===== config.mk =====
export PLATFORM = sky130hd
export DESIGN_NAME = minifloat_expand
export DESIGN_NICKNAME = d
export VERILOG_FILES = /design/src/rtl/minifloat_expand.sv
export SDC_FILE = /design/constraint.sdc
export NUM_CORES = 1
export LEC_CHECK = 0
export ABC_CLOCK_PERIOD_IN_PS = 1700
export CORE_ASPECT_RATIO = 1.4
export CORE_MARGIN = 2
export CORE_UTILIZATION = 35
export DETAILED_ROUTE_END_ITERATION = 10
export PLACE_DENSITY_LB_ADDON = 0.3
export SLEW_MARGIN = 25
export SYNTH_ARGS = -nofsm -noshare
export SYNTH_HDL_FRONTEND = slang
export SYNTH_SLANG_ARGS = --single-unit

===== constraint.sdc =====
create_clock -name clk -period 1.7 [get_ports clk]
set_clock_uncertainty 0.15 [all_clocks]
set_input_delay 0.17 -clock clk [delete_from_list [all_inputs] [get_ports clk]]
set_output_delay 0.17 -clock clk [all_outputs]
set_load 0.02 [all_outputs]

===== src/rtl/minifloat_expand.sv =====
// Iterative decompressor: 7-bit minifloat {e, m} -> 11-bit unsigned integer, one shift per cycle.
// Optional macro MINIFLOAT_EXPAND_PIPE_EN lets HOLD accept the next code on the same edge it hands off.
module minifloat_expand #(
    parameter int EXP_W  = 3,
    parameter int MAN_W  = 4,
    parameter int DATA_W = MAN_W + 2**EXP_W - 1
) (
    input  logic                   clk,
    input  logic                   rst_n,
    input  logic                   in_valid,
    output logic                   in_ready,
    input  logic [EXP_W+MAN_W-1:0] in_code,
    output logic                   out_valid,
    input  logic                   out_ready,
    output logic [DATA_W-1:0]      out_data,
    output logic                   busy
);

    typedef enum logic [1:0] {
        IDLE  = 2'd0,
        SHIFT = 2'd1,
        HOLD  = 2'd2
    } state_t;

    state_t             state_q, state_d;
    logic [DATA_W-1:0]  acc_q, acc_d;
    logic [EXP_W-1:0]   cnt_q, cnt_d;

    logic [EXP_W-1:0]   code_e;
    logic [MAN_W-1:0]   code_m;
    logic [DATA_W-1:0]  load_acc;
    logic [EXP_W-1:0]   load_cnt;
    logic               load;

    // Subnormal codes (e==0) carry no hidden one and need no shifting.
    assign code_e   = in_code[EXP_W+MAN_W-1:MAN_W];
    assign code_m   = in_code[MAN_W-1:0];
    assign load_acc = (code_e == '0) ? DATA_W'(code_m) : DATA_W'({1'b1, code_m});
    assign load_cnt = (code_e == '0) ? '0 : code_e - 1'b1;

`ifdef MINIFLOAT_EXPAND_PIPE_EN
    assign in_ready = (state_q == IDLE) || ((state_q == HOLD) && out_ready);
`else
    assign in_ready = (state_q == IDLE);
`endif

    assign load      = in_valid && in_ready;
    assign out_valid = (state_q == HOLD);
    assign out_data  = acc_q;
    assign busy      = (state_q != IDLE);

    always_comb begin
        // NOTE: every always_comb target gets a default first so no path can infer a latch.
        state_d = state_q;
        acc_d   = acc_q;
        cnt_d   = cnt_q;
        case (state_q)
            IDLE: begin
                if (load) begin
                    acc_d   = load_acc;
                    cnt_d   = load_cnt;
                    state_d = (load_cnt == '0) ? HOLD : SHIFT;
                end
            end
            SHIFT: begin
                acc_d = acc_q << 1;
                cnt_d = cnt_q - 1'b1;
                if (cnt_q == EXP_W'(1)) begin
                    state_d = HOLD;
                end
            end
            HOLD: begin
                if (out_ready) begin
                    state_d = IDLE;
`ifdef MINIFLOAT_EXPAND_PIPE_EN
                    if (load) begin
                        acc_d   = load_acc;
                        cnt_d   = load_cnt;
                        state_d = (load_cnt == '0) ? HOLD : SHIFT;
                    end
`endif
                end
            end
            default: state_d = IDLE;
        endcase
    end

    always_ff @(posedge clk) begin
        // NOTE: sequential state uses non-blocking assignments so every flop samples pre-edge values.
        if (!rst_n) begin
            state_q <= IDLE;
            acc_q   <= '0;
            cnt_q   <= '0;
        end else begin
            state_q <= state_d;
            acc_q   <= acc_d;
            cnt_q   <= cnt_d;
        end
    end

endmodule


==> results.tsv <==
metric	value	unit
outcome	completed	
hpwlAfterDp	1310	µm
wire_per_inst	11.57	µm
p_comb_share	29.2	%
io_pins	25	
worst_pin_slew	0.4313	ns
worstPathRequired	1.38	ns
cap_violations	0	
start_util	35.85	%
grt_setup_unrepaired	false	
leakagePower	0.4868	nW
final_cell_mix	clkdlybuf4s50_1, dfxtp_1, inv_1	
drc	0	
finalMaxSlewViolations	0	
grt_pass1_vias	718	
use_met3	2.312	%
fp.dieArea	2808	µm²
cts_resized	3	
hold_viol_final	0	
setup_viol_count_final	0	
finalPower	0.9606	mW
worstHoldPathType	register to register	
overflow	0	
antenna_found_initial	0	
switching_share	29.60	%
vias_per_cell	5.154	
crit_path_end_kind	primary output	
root_buffer	clkbuf_4	
synth_area_per_cell	9.112	µm²
n_fill_cell	226	
die_w	45.36	µm
layout-drive-gt1-share	14.29	%
synth_fp_nets	107	
ant_nets	0	
antenna_cells	0	
syn_area	838.3	µm²
path_clk_slew	0.10	ns
synth_seq_area_share	38.21	%
met2_usage	22.65	%
final_common_cell	clkdlybuf4s50_1	
syn_inst	92	
cts_buffer_depth	2	
layout_setup_ws	0.09516	ns
peakVddDrop	0.0003780	V
pwr-share-clk	26.2	%
grt_usage	14.35	%
numCtsBuffers	3	
synth_warnings	0	
fp.coreArea	2338	µm²
final_cells	149	
cts_setup_buffers	0	
dr.first_iter.drc_count	19	
synth-seq-cells	16	
grt_pass1_wl	2987	µm
internal_power	0.6763	mW
critPathArrivalTime	1.28	ns
max_freq	623.1	MHz
grt_util_met1	18.51	%
place_inst	145	
nets	142	
power_switching	0.2843	mW
slew_headroom	71.16	%
grt_start_max_net_pins	16	
post_dp_cell_area	1149	µm²
min_period	1.605	ns
busiest_layer	met2	
cp_max_fo	3	
cts_sinks	16	
gp_congestion	0.7553	
path_class	register to primary output	
cts_tree	built	
p_per_area	813.3	nW/µm²
htree_num_levels	1	
seq_power_share	44.5	%
areaGrowthSynthToFinish	40.90	%
die_h	61.91	µm
start_kind	register	
port_buffers	24	
timing.final.crit_share	94.40	%
fp-row-count	21	
num_vias	768	
final_area	1181	µm²
firstDrtPassIters	4	
synthDistinctLibCells	33	
wl	1724	µm
insertion_delay	0.29	ns
cts_hold_buf	0	
pre_cts_ws	-0.05049	ns
==> Yosys cell counts <==
library cell / number / area (µm²)
a21oi_1: 4 / 20.02
clkbuf_1: 1 / 3.750
nor2b_1: 5 / 31.28
a32oi_1: 1 / 8.760
nand3_1: 1 / 5.000
o22ai_1: 1 / 6.260
nor3b_2: 1 / 12.51
inv_1: 10 / 37.54
a211oi_1: 1 / 7.510
dfxtp_1: 16 / 320.3
o211a_1: 1 / 10.01
a22oi_1: 8 / 60.06
a21boi_0: 1 / 7.510
a221o_1: 1 / 10.01
o21ai_1: 1 / 5.000
a311oi_1: 1 / 8.760
nand2_1: 3 / 11.26
o21bai_2: 1 / 11.26
a21o_1: 1 / 7.510
buf_6: 2 / 22.52
or2_2: 1 / 6.260
a211o_1: 1 / 8.760
ha_1: 4 / 50.05
nor3b_1: 1 / 7.510
nor2b_4: 1 / 13.76
o21ba_2: 1 / 10.01
and3_1: 1 / 6.260
o21ai_0: 7 / 35.03
nor4bb_1: 1 / 10.01
nand2b_1: 3 / 18.77
mux2i_1: 4 / 40.04
nor2_1: 5 / 18.77
nand4_1: 1 / 6.260
==> per-layer routing <==
metal / wire length (µm) / vias to the layer above
met2: 856 / 16
met3: 69 / 2
met1: 782 / 354
li1: - / 396
met5: 0 / -
met4: 15 / 0
==> state kept, by name (all words and copies together) (netlist names) <==
register / count
state_q: 2
out_data: 11
cnt_q: 3
==> cell type report <==
type	instances	area (µm²)	area share [%]
inverters	10	37.54	3.178
well taps	23	28.78	2.436
multi-input cells	63	454.2	38.45
repair buffers	33	304.0	25.74
clock buffers	4	36.28	3.072
flip-flops and latches	16	320.3	27.12
==> power by group through the flow <==
stage	Clock (mW)	Combinational, mW	Sequential, mW
6_report	0.252	0.281	0.428
5_1_grt	0.277	0.316	0.432
4_1_cts	0.260	0.284	0.428
3_5_place_dp	0	0.288	0.436
3_3_place_gp	0	0.286	0.435
2_1_floorplan	0	0.157	0.453
==> metrics by stage <==
stage	setup TNS [ns]	util, %	hold WS [ns]
6_report	0	50.51	0.3577
5_1_grt	0	50.51	0.3762
3_3_place_gp	-0.003215	49.12	0.3388
2_1_floorplan	0	-	0.1482
4_1_cts	0	50.51	0.3568
3_5_place_dp	-0.05049	49.12	0.3449
==> cells by family after synthesis <==
logic type	Yosys count	share of synthesized area, %
AOI/OAI and AO/OA	31	25.82
adders and majority gates	4	5.970
buffers and inverters	13	7.612
DFF	16	38.21
muxes	4	4.776
and+or+nand+nor	24	17.61
==> critical path, stage by stage (launching register included) <==
cell and delay (ns):
dfxtp_1 0.33, or2_2 0.30, inv_1 0.05, dlygate4sd2_1 0.32
==> worst paths after layout <==
path | slack [ns] | depth (start not counted) | endpoint | startpoint
worst min register to register | 0.36 | 2 | out_data[4]$_SDFFE_PN0P_ | out_data[4]$_SDFFE_PN0P_
worst min-delay path | 0.36 | 2 | out_data[4]$_SDFFE_PN0P_ | out_data[4]$_SDFFE_PN0P_
worst max register to register | 0.22 | 4 | cnt_q[2]$_SDFFE_PN0P_ | state_q[0]$_SDFFE_PN0P_
worst max-delay path | 0.1 | 3 | in_ready | state_q[1]$_SDFFE_PN0P_
Note: power is estimated with default switching activity, not from simulation.
